===== config.mk =====
export PLATFORM = sky130hd
export DESIGN_NAME = joypad_ctrl
export DESIGN_NICKNAME = d
export VERILOG_FILES = /design/src/rtl/joypad_ctrl_pkg.sv /design/src/rtl/joypad_debounce.sv /design/src/rtl/joypad_ctrl.sv
export SDC_FILE = /design/constraint.sdc
export NUM_CORES = 1
export LEC_CHECK = 0
export ABC_AREA = 1
export BUFFER_PORTS_ARGS = -buffer_cell sky130_fd_sc_hd__buf_2
export CORE_ASPECT_RATIO = 0.7
export CORE_MARGIN = 5
export CORE_UTILIZATION = 42
export DETAILED_ROUTE_END_ITERATION = 10
export SLEW_MARGIN = 20
export SYNTH_ARGS = -nofsm -noshare
export SYNTH_HDL_FRONTEND = slang
export SYNTH_SLANG_ARGS = --single-unit

===== constraint.sdc =====
create_clock -name Clock -period 3.9 [get_ports Clock]
set_input_delay 0.195 -clock Clock [delete_from_list [all_inputs] [get_ports Clock]]
set_output_delay 0.195 -clock Clock [all_outputs]
set_load 0.02 [all_outputs]

===== src/rtl/joypad_ctrl_pkg.sv =====
// Shared definitions for the P1/JOYP joypad controller.
// Holds the button bit positions on the raw button bus, the P1 select-field positions,
// the controller FSM states, and the helper that forms the readback nibble.
package joypad_ctrl_pkg;

  // Bit positions on iButtons (and on the debounced key vector)
  localparam int unsigned BTN_RIGHT  = 0;
  localparam int unsigned BTN_LEFT   = 1;
  localparam int unsigned BTN_UP     = 2;
  localparam int unsigned BTN_DOWN   = 3;
  localparam int unsigned BTN_A      = 4;
  localparam int unsigned BTN_B      = 5;
  localparam int unsigned BTN_SELECT = 6;
  localparam int unsigned BTN_START  = 7;

  // Group-select bit positions inside the P1 register
  localparam int unsigned P1_SEL_P14 = 4;
  localparam int unsigned P1_SEL_P15 = 5;

  typedef enum logic [0:0] {
    ST_IDLE   = 1'b0,
    ST_SETTLE = 1'b1
  } joy_state_e;

  // Active-low nibble seen through the select lines. A select bit at 1 deselects its
  // group, forcing that group's contribution to all-ones (released).
  function automatic logic [3:0] joy_raw_nibble(input logic [1:0] sel, input logic [7:0] keys);
    logic [3:0] dir;
    logic [3:0] act;
    dir = sel[0] ? 4'hF : keys[BTN_DOWN:BTN_RIGHT];
    act = sel[1] ? 4'hF : keys[BTN_START:BTN_A];
    return dir & act;
  endfunction

endpackage


===== src/rtl/joypad_debounce.sv =====
// Single-bit input conditioner for one joypad button line.
// A two-flop synchroniser brings the raw line into the clock domain, then a counter
// requires DEBOUNCE_CYCLES consecutive cycles of disagreement before the stable output
// follows the synchronised value.
// Ports:
//   Clock   - system clock
//   Reset   - asynchronous, active-high reset (all state resets to released / 1)
//   iRaw    - raw, asynchronous, active-low button line
//   oStable - debounced, active-low button state
module joypad_debounce
  import joypad_ctrl_pkg::*;
#(
  parameter int unsigned DEBOUNCE_CYCLES = 16
) (
  input  logic Clock,
  input  logic Reset,
  input  logic iRaw,
  output logic oStable
);

  localparam int unsigned CntW = $clog2(DEBOUNCE_CYCLES + 1);
  localparam logic [CntW-1:0] CntLast = CntW'(DEBOUNCE_CYCLES - 1);

  logic            sync1_q;
  logic            sync2_q;
  logic            stable_q;
  logic            stable_d;
  logic [CntW-1:0] cnt_q;
  logic [CntW-1:0] cnt_d;

  always_ff @(posedge Clock or posedge Reset) begin
    if (Reset) begin
      sync1_q  <= 1'b1;
      sync2_q  <= 1'b1;
      stable_q <= 1'b1;
      cnt_q    <= '0;
    end else begin
      sync1_q  <= iRaw;
      sync2_q  <= sync1_q;
      stable_q <= stable_d;
      cnt_q    <= cnt_d;
    end
  end

  // Counter tracks how long the synchronised value has disagreed with the stable state;
  // any agreement restarts the count, so short glitches never get through.
  always_comb begin
    stable_d = stable_q;
    cnt_d    = '0;
    if (sync2_q != stable_q) begin
      if (cnt_q == CntLast) begin
        stable_d = sync2_q;
      end else begin
        cnt_d = cnt_q + 1'b1;
      end
    end
  end

  assign oStable = stable_q;

endmodule


===== src/rtl/joypad_ctrl.sv =====
// Joypad P1/JOYP register controller.
// Debounces the eight raw button lines, applies the CPU-written P14/P15 group select
// (holding the readback nibble for a settle period after every select write) and raises
// a level interrupt request on any visible high-to-low key transition.
// Ports:
//   Clock    - system clock
//   Reset    - asynchronous, active-high reset
//   iButtons - raw active-low buttons {Start,Select,B,A,Down,Up,Left,Right}
//   iSelWe   - one-cycle write strobe for the select bits
//   iSelData - select write data {P15,P14}
//   oP1      - readback {2'b11, P15, P14, nibble}
//   oBusy    - high while the select is settling
//   oIrqReq  - joypad interrupt request, held until acknowledged
//   iIrqAck  - one-cycle interrupt acknowledge
module joypad_ctrl
  import joypad_ctrl_pkg::*;
#(
  parameter int unsigned DEBOUNCE_CYCLES = 16,
  parameter int unsigned SETTLE_CYCLES   = 4
) (
  input  logic       Clock,
  input  logic       Reset,
  input  logic [7:0] iButtons,
  input  logic       iSelWe,
  input  logic [1:0] iSelData,
  output logic [7:0] oP1,
  output logic       oBusy,
  output logic       oIrqReq,
  input  logic       iIrqAck
);

  localparam int unsigned SettleW = $clog2(SETTLE_CYCLES + 1);
  localparam logic [SettleW-1:0] SettleLoad = SettleW'(SETTLE_CYCLES - 1);

  logic [7:0]         keys;
  logic [3:0]         raw;
  joy_state_e         state_q;
  joy_state_e         state_d;
  logic [1:0]         sel_q;
  logic [1:0]         sel_d;
  logic [SettleW-1:0] settle_q;
  logic [SettleW-1:0] settle_d;
  logic [3:0]         nibble_q;
  logic [3:0]         nibble_d;
  logic               fall_q;
  logic               fall_d;
  logic               irq_q;
  logic               irq_d;

  for (genvar i = 0; i < 8; i++) begin : g_btn
    joypad_debounce #(
      .DEBOUNCE_CYCLES(DEBOUNCE_CYCLES)
    ) u_debounce (
      .Clock  (Clock),
      .Reset  (Reset),
      .iRaw   (iButtons[i]),
      .oStable(keys[i])
    );
  end

  always_ff @(posedge Clock or posedge Reset) begin
    if (Reset) begin
      state_q  <= ST_IDLE;
      sel_q    <= 2'b11;
      settle_q <= '0;
      nibble_q <= 4'hF;
      fall_q   <= 1'b0;
      irq_q    <= 1'b0;
    end else begin
      state_q  <= state_d;
      sel_q    <= sel_d;
      settle_q <= settle_d;
      nibble_q <= nibble_d;
      fall_q   <= fall_d;
      irq_q    <= irq_d;
    end
  end

  always_comb begin
    raw      = joy_raw_nibble(sel_q, keys);
    state_d  = state_q;
    sel_d    = sel_q;
    settle_d = settle_q;
    nibble_d = nibble_q;
    fall_d   = 1'b0;

    unique case (state_q)
      ST_IDLE: begin
        // Falling-edge detection only where the nibble actually updates, so a held
        // nibble during settle cannot fire and the post-settle reload is still seen.
        nibble_d = raw;
        fall_d   = |(nibble_q & ~raw);
        if (iSelWe) begin
          sel_d    = iSelData;
          settle_d = SettleLoad;
          state_d  = ST_SETTLE;
        end
      end
      ST_SETTLE: begin
        if (iSelWe) begin
          sel_d    = iSelData;
          settle_d = SettleLoad;
        end else if (settle_q == '0) begin
          state_d = ST_IDLE;
        end else begin
          settle_d = settle_q - 1'b1;
        end
      end
      default: state_d = ST_IDLE;
    endcase

    // A pending edge beats a coincident acknowledge.
    irq_d = fall_q | (irq_q & ~iIrqAck);
  end

  always_comb begin
    oP1             = 8'hFF;
    oP1[P1_SEL_P14] = sel_q[0];
    oP1[P1_SEL_P15] = sel_q[1];
    oP1[3:0]        = nibble_q;
  end

  assign oBusy   = (state_q == ST_SETTLE);
  assign oIrqReq = irq_q;

endmodule


==> impl_metrics.toml, run 1 <==
[route]
drt_iter0_drc = 54
vias = 1911
routed.top_layer = "met4"
wl_met3_um = 265
drc = 0
wl_met2_mm = 1.95
dr.pass1.iters = 4
drt-total-wl_mm = 4.67
wl_per_cell_um = 10.7
wl_met1_mm = 2.40
ant_nets = 0
via_per_inst = 4.38

[worst_setup_path]
arrival_ps = 1110
criticalPathCategory = "flop to output pin"
cp_top_family = "flip-flops"
cp-start-kind = "flop"
crit_fanout = 12
crit_path_end_kind = "output pin"
worstPathRequired_ps = 3700
ff2ff_setup_slack_ps = 2660
critPathBufInv = 1
crit_slowest_cell = "dfrtp_1"
crit_chain = "buf_2"
crit_path_max_incr_delay_ps = 530

[synthesis]
avgSynthCellArea_sq_um = 10.4
syn-instance-count = 294
ys_types = 21
yosys_warnings = 0
netlist_area_sq_um = 3050
ys_seq_elements = 76
seq_area_frac_synth_pct = 63.5

[clocking]
cts_buffers = 9
cts_tree = "done"
clock-sinks = 76
clockBufferDepth = 2
htree_levels = 3
clk_latency_ps = 350
path_clk_slew_ps = 80
root_buffer = "clkbuf_8"
cts_setup_buffers = 0

[global_routing]
antenna_found_initial = 0
grt_pass1_wl_mm = 8.60
grt_start_max_net_pins = 40
track_usage_pct = 12.3
overflow = 0
grt_pass1_vias = 1915

[floorplan]
core-area_sq_um = 7190
die_area_sq_um = 9100
fp-row-count = 26
pin_count = 24
die_w_um = 112
die_h_um = 81.3
initial_utilization_pct = 42.5

[sta]
final_hold_viol_count = 20
slew_headroom_pct = 48.3
finalCritPeriodShare_pct = 33.5
setup_violations = 0
period_minus_slack_ps = 1310
grt_setup_unrepaired = "no"
setup_slack_ps = 2590
tns_ps = 0
finalClockSkew_ps = 9.26
hold_ws_ps = -16.4
tightest_slew_ps = 775
slew_viol_final = 0
max_freq_ghz = 0.766

[power_and_ir_drop]
leakagePower_nw = 1.61
power_density_nw_per_um2 = 495
ir_worst_vdd_v = 0.000283

[finish]
nets = 357
final_common_cell = "nand2_1"
n_antenna_cell = 0
drive_gt1_share_pct = 22.8
n_fill_cell = 664
syn2layout_area_growth_pct = 16.8
final-instance-count-excl-fill = 436
layout_common_cells = "49 x nand2_1, 46 x dfrtp_1, 44 x nor2_1"

[place]
dp_slack_ps = 2460
io_buffers = 21
gp_congestion = 0.736
dpl.hpwl_mm = 3.30
placed_cells = 412

[status]
violations = "hold timing"
status = "finished with violations"

[flow_run]
maxCapViolCount = 0

[min_path]
hold_path_class = "input port to async pin"
-- layer usage --
metal / vias up / track usage, %
met5: - / 0
met4: 0 / 5.10
met3: 4 / 5.58
met2: 39 / 17.3
met1: 885 / 16.5
li1: 983 / -
-- path summary, 6_finish.rpt --
kind | from | end | cells past startpoint
hold / removal | Reset | g_btn[0].u_debounce.cnt_q[4]$_DFF_PP0_ | 2
max in group asynchronous | Reset | sel_q[1]$_DFFE_PP1P_ | 3
setup / recovery | oBusy$_DFF_PP0_ | oBusy | 1
setup reg to reg | settle_q[0]$_DFFE_PP0P_ | settle_q[2]$_DFFE_PP0P_ | 7
min in group Clock | iIrqAck | oIrqReq$_DFF_PP0_ | 2
hold reg to reg | g_btn[2].u_debounce.sync1_q$_DFF_PP1_ | g_btn[2].u_debounce.sync2_q$_DFF_PP1_ | 0
-- synth_stat cells --
master	instances	area, sq um
o22ai_1	1	6.26
nor2_2	8	50.1
inv_1	36	135
dfstp_2	30	788
a21oi_1	10	50.1
o21bai_1	1	7.51
nor3_1	8	40.0
xor2_1	8	70.1
ha_1	10	125
buf_4	3	22.5
nor3b_1	7	52.6
nor2_1	44	165
nand2_1	49	184
nand3_1	8	40.0
dfrtp_1	46	1150
nand2b_1	7	43.8
xnor2_1	8	70.1
o21ai_0	7	35.0
nand3b_1	1	7.51
nand2_2	1	6.26
conb_1	1	3.75
-- logic make-up (layout without fill, tap and decap cells) --
| kind of cell | Yosys count | after routing | share of synthesized area [%] |
|---|---|---|---|
| adders and majority gates | 10 | 10 | 4.10 |
| AOI/OAI and AO/OA | 19 | 19 | 3.24 |
| buffers and inverters | 39 | 82 | 5.16 |
| DFF | 76 | 76 | 63.5 |
| xor gates and xnor gates | 16 | 16 | 4.59 |
| other | 1 | 2 | 0.123 |
| and+or+nand+nor | 133 | 133 | 19.3 |
-- state kept, by name (all words and copies together) (netlist names) --
name / count
g_btn.u_debounce.oStable: 8
settle_q: 3
g_btn.u_debounce.cnt_q: 40
fall_q: 1
nibble_q: 4
oBusy: 1
g_btn.u_debounce.sync2_q: 8
sel_q: 2
g_btn.u_debounce.sync1_q: 8
oIrqReq: 1
-- final cells by class --
cell class                      count  area (sq um)  area share [%]
Clock buffer                       10           128            3.58
Clock inverter                      6          88.8            2.49
Inverter                           36           135            3.79
Multi-Input combinational cell    180           961            26.9
Sequential cell                    76          1940            54.4
Tap cell                           98           123            3.44
Timing Repair Buffer               30           193            5.40
-- power by group --
part | leakage (nW) | switching [mW] | internal (mW) | total (mW)
Clock | 0.102 | 0.287 | 0.360 | 0.647
Combinational | 0.586 | 0.123 | 0.0795 | 0.203
Sequential | 0.923 | 0.0470 | 0.870 | 0.917
-- per-stage QoR --
stage | utilization [%] | instance area (sq um) | power, mW
2_1_floorplan | - | 3060 | 1.07
3_3_place_gp | 45.5 | 3270 | 1.13
3_5_place_dp | 45.5 | 3270 | 1.13
4_1_cts | 49.6 | 3570 | 1.80
5_1_grt | 49.6 | 3570 | 1.88
6_report | 49.6 | 3570 | 1.77
-- repair_timing --
item                      CTS  global route
resized for setup           0             0
hold buffers                8             0
hold endpoints to repair    8             0
(Power assumes the default switching activity.)
==> inputs of run 2 (changes only) <==
==> constraint.sdc (replaced) <==
create_clock -name Clock -period 1.3 [get_ports Clock]
set_input_delay 0.065 -clock Clock [delete_from_list [all_inputs] [get_ports Clock]]
set_output_delay 0.065 -clock Clock [all_outputs]
set_load 0.02 [all_outputs]
==> impl_metrics.toml, run 2 (synthesis gave the netlist of run 1 again) <==
[status]
status = "complete, no violations"

[floorplan]
die_w_um = 112
core-area_sq_um = 7190
pin_count = 24
die_area_sq_um = 9100
initial_utilization_pct = 42.5
die_h_um = 81.3
fp-row-count = 26

[finish]
nets = 366
top_register = "g_btn.u_debounce.cnt_q"
fin_util_pct = 52.0
syn2layout_area_growth_pct = 22.3
n_fill_cell = 676
final_common_cell = "nand2_1"
layout_common_cells = "49 x nand2_1, 45 x dfrtp_1, 44 x nor2_1"
n_antenna_cell = 0
largest_register_ffs = 40
drive_gt1_share_pct = 24.2

[global_routing]
track_usage_pct = 12.7
antenna_found_initial = 0
grt_pass1_vias = 1933
grt_start_max_net_pins = 25
grt_pass1_wl_mm = 8.98
overflow = 0

[power_and_ir_drop]
combPwrFrac_pct = 12.5
power_mw = 5.58
seqPwrFrac_pct = 49.3
clkPwrFrac_pct = 38.2
ir_worst_vdd_v = 0.000895
p_sw_mw = 1.40
switching_share_pct = 25.1
internal_power_mw = 4.18
power_density_nw_per_um2 = 1490
leakagePower_nw = 1.67

[worst_setup_path]
crit_chain = "inv_1 -> ha_2 -> ha_4 -> inv_2 -> nand3b_1 -> nand2_1 -> o21ai_0"
criticalPathCategory = "flop to flop"
crit_fanout = 3
rr_worst_depth = 7
worstPathRequired_ps = 1520
crit_path_end_kind = "flop"
arrival_ps = 1470
cp-startpoint = "settle_q[0]$_DFFE_PP0P_"
crit_path_max_incr_delay_ps = 370
crit_slowest_cell = "dfrtp_1"
cp-start-kind = "flop"
ff2ff_setup_slack_ps = 50
r2r-end = "settle_q[0]$_DFFE_PP0P_"
r2r-start = "settle_q[0]$_DFFE_PP0P_"

[sta]
grt_setup_unrepaired = "yes"
finalCritPeriodShare_pct = 95.9
final_hold_viol_count = 0
setup_violations = 0
tns_ps = 0
setup_slack_ps = 53.9
period_minus_slack_ps = 1250
slew_viol_final = 0
finalClockSkew_ps = 8.92
max_freq_ghz = 0.803

[route]
via_per_inst = 4.43
dr.pass1.iters = 4
drt-total-wl_mm = 5.11
drc = 0
drt_iter0_drc = 71
ant_nets = 0
wl_per_cell_um = 11.5
vias = 1971

[clocking]
htree_levels = 3
path_clk_slew_ps = 80
clockBufferDepth = 2
cts_buffers = 9
cts_setup_buffers = 0
clk_latency_ps = 340
clock-sinks = 76
root_buffer = "clkbuf_8"
cts_tree = "done"

[place]
dpl.hpwl_mm = 3.58
gp_congestion = 0.772
io_buffers = 21
dp_slack_ps = 43.2

[flow_run]
maxCapViolCount = 0

[min_path]
hold_path_class = "input port to async pin"
## run 2: layer usage
metal | GRT usage, % | share of wire (%) | vias to the layer above
met5 | 0 | 0 | -
met4 | 4.37 | 0.94 | 0
met3 | 4.84 | 5.4 | 5
met2 | 19.2 | 43 | 43
met1 | 16.8 | 50 | 924
li1 | - | - | 999
## run 2: how the worst max path moves through the flow
stage	to	slack, ps	depth (start not counted)
detailed placement	settle_q[0]$_DFFE_PP0P_	40	7
global route	settle_q[1]$_DFFE_PP0P_	-40	7
global placement	settle_q[0]$_DFFE_PP0P_	100	7
CTS	settle_q[2]$_DFFE_PP0P_	20	7
floorplan	settle_q[1]$_DFFE_PP0P_	160	7
finish	settle_q[0]$_DFFE_PP0P_	50	7
## run 2: layout make-up
type                       count  area, sq um  area share [%]
clock inverter                 6          111            2.98
inverter                      36          139            3.72
multi-input combinational    180          980            26.2
sequential                    76         1940            51.9
clock buffer                  10          128            3.42
timing repair buffer          39          315            8.44
tap                           98          123            3.28
## run 2: per-stage QoR
stage | hold slack, ps | cells | instance area, sq um
after detailed placement | 100 | 414 | 3330
after floorplan | 69.5 | 295 | 3060
after global placement | 99.1 | 414 | 3330
final | 271 | 445 | 3740
after global routing | 286 | 445 | 3740
after CTS | 262 | 445 | 3720
## run 2: timing repair
action                                 CTS  global route
hold buffers                            15             0
endpoints found under the hold margin   20             0
setup endpoints to repair                0             4
resized for setup                        0             6
## run 2: power by group through the flow
stage	clock [mW]	sequential (mW)	combinational, mW
floorplan	0	2.83	0.380
global placement	0	2.78	0.616
detailed placement	0	2.79	0.637
CTS	2.21	2.75	0.673
global route	2.33	2.77	0.814
finish	2.13	2.75	0.698
## run 2: worst max-delay path, delay by kind of cell, from the launching register on
family | cells | cell delay [ps]
fa+ha+maj | 2 | 350
flops | 1 | 370
buf+inv | 2 | 110
simple gates | 2 | 220
compound gates | 1 | 90
==> inputs of run 3 (changes only) <==
--- a/config.mk
+++ b/config.mk
@@ -11,7 +11,9 @@
 export CORE_MARGIN = 5
 export CORE_UTILIZATION = 42
 export DETAILED_ROUTE_END_ITERATION = 10
+export MAX_ROUTING_LAYER = met4
 export SLEW_MARGIN = 20
 export SYNTH_ARGS = -nofsm -noshare
 export SYNTH_HDL_FRONTEND = slang
 export SYNTH_SLANG_ARGS = --single-unit
+export TNS_END_PERCENT = 5
==> impl_metrics.toml, run 3 (synthesis gave the netlist of run 1 again) <==
[finish]
largest_register_ffs = 40
top_register = "g_btn.u_debounce.cnt_q"
drive_gt1_share_pct = 24.2
fin_util_pct = 52.0
nets = 366
n_antenna_cell = 0
layout_common_cells = "49 x nand2_1, 45 x dfrtp_1, 44 x nor2_1"
syn2layout_area_growth_pct = 22.3
stdcell_area_sq_um = 3740
final_common_cell = "nand2_1"

[sta]
finalClockSkew_ps = 8.77
setup_violations = 0
tns_ps = 0
grt_setup_unrepaired = "yes"
final_hold_viol_count = 0
max_freq_ghz = 0.795
finalCritPeriodShare_pct = 96.7
slew_viol_final = 0
period_minus_slack_ps = 1260

[power_and_ir_drop]
ir_worst_vdd_v = 0.000895
leakagePower_nw = 1.67
power_density_nw_per_um2 = 1490
power_mw = 5.58

[route]
drt_iter0_drc = 72
drc = 0
wl_per_cell_um = 11.5
dr.pass1.iters = 4
drt-total-wl_mm = 5.12
via_per_inst = 4.43
vias = 1972
ant_nets = 0

[min_path]
hold_path_class = "input port to async pin"

[worst_setup_path]
criticalPathCategory = "flop to flop"
crit_path_end_kind = "flop"
r2r-end = "settle_q[2]$_DFFE_PP0P_"
r2r-start = "settle_q[0]$_DFFE_PP0P_"
worstPathRequired_ps = 1560
ff2ff_setup_slack_ps = 40
rr_worst_depth = 7
cp-start-kind = "flop"
arrival_ps = 1520
crit_fanout = 3

[clocking]
clockBufferDepth = 2
root_buffer = "clkbuf_8"
clk_latency_ps = 340
cts_tree = "done"
cts_buffers = 9
cts_setup_buffers = 0
clock-sinks = 76
path_clk_slew_ps = 80
htree_levels = 3

[floorplan]
die_area_sq_um = 9100
pin_count = 24
fp-row-count = 26
core-area_sq_um = 7190
initial_utilization_pct = 42.5
die_h_um = 81.3
die_w_um = 112

[status]
status = "complete, no violations"

[place]
gp_congestion = 0.782
dpl.hpwl_mm = 3.58
placed_area_sq_um = 3330
io_buffers = 21

[flow_run]
maxCapViolCount = 0

[global_routing]
antenna_found_initial = 0
overflow = 0
grt_pass1_vias = 1937
grt_start_max_net_pins = 25
grt_pass1_wl_mm = 8.97
track_usage_pct = 13.1
run 3: cell counts in the layout (fill, tap and decap cells not counted):
Identical to the previous run, type by type.
run 3: what timing repair did:
action	CTS	global route
endpoints found under the setup margin	0	4
hold buffers	15	0
gates resized for setup	0	6
hold endpoints to repair	20	0
run 3: critical path, stage by stage (launching register included):
cell,delay (ps)
dfrtp_1,400
inv_1,60
ha_2,190
ha_4,130
inv_2,40
a21oi_2,170
inv_1,80
o22ai_1,120
run 3: cell type report:
class | instances | area (sq um)
multi-input combinational | 180 | 980
tap | 98 | 123
inverter | 36 | 139
timing repair buffer | 39 | 315
clock inverter | 6 | 111
fill | 676 | 3450
sequential | 76 | 1940
clock buffer | 10 | 128
run 3: layer usage:
| layer | wire (um) | track usage (%) | vias up |
|---|---|---|---|
| met1 | 2570 | 16.8 | 926 |
| met4 | 51 | 4.37 | 0 |
| li1 | - | - | 998 |
| met5 | 0 | - | - |
| met3 | 266 | 4.84 | 7 |
| met2 | 2230 | 19.2 | 41 |
run 3: power breakdown:
part           total, mW  internal [mW]  switching, mW  leakage, nW
combinational      0.699          0.290          0.409        0.631
sequential          2.75           2.61          0.136        0.923
clock               2.13           1.28          0.852        0.117
total               5.58           4.18           1.40         1.67
run 3: worst max-delay path by stage:
| stage | from | endpoint | slack, ps |
|---|---|---|---|
| after floorplan | settle_q[0]$_DFFE_PP0P_ | settle_q[1]$_DFFE_PP0P_ | 160 |
| after global placement | settle_q[0]$_DFFE_PP0P_ | settle_q[0]$_DFFE_PP0P_ | 100 |
| after detailed placement | settle_q[0]$_DFFE_PP0P_ | settle_q[0]$_DFFE_PP0P_ | 40 |
| after CTS | settle_q[0]$_DFFE_PP0P_ | settle_q[2]$_DFFE_PP0P_ | 20 |
| after global routing | settle_q[0]$_DFFE_PP0P_ | settle_q[1]$_DFFE_PP0P_ | -40 |
| final | settle_q[0]$_DFFE_PP0P_ | settle_q[2]$_DFFE_PP0P_ | 40 |
run 3: per-stage QoR:
step	hold slack, ps	setup WS (ps)	std cells
after floorplan	69.5	162	295
after CTS	262	24.7	445
after global routing	286	-39.3	445
after global placement	99.1	105	414
final	271	42.3	445
after detailed placement	100	43.2	414
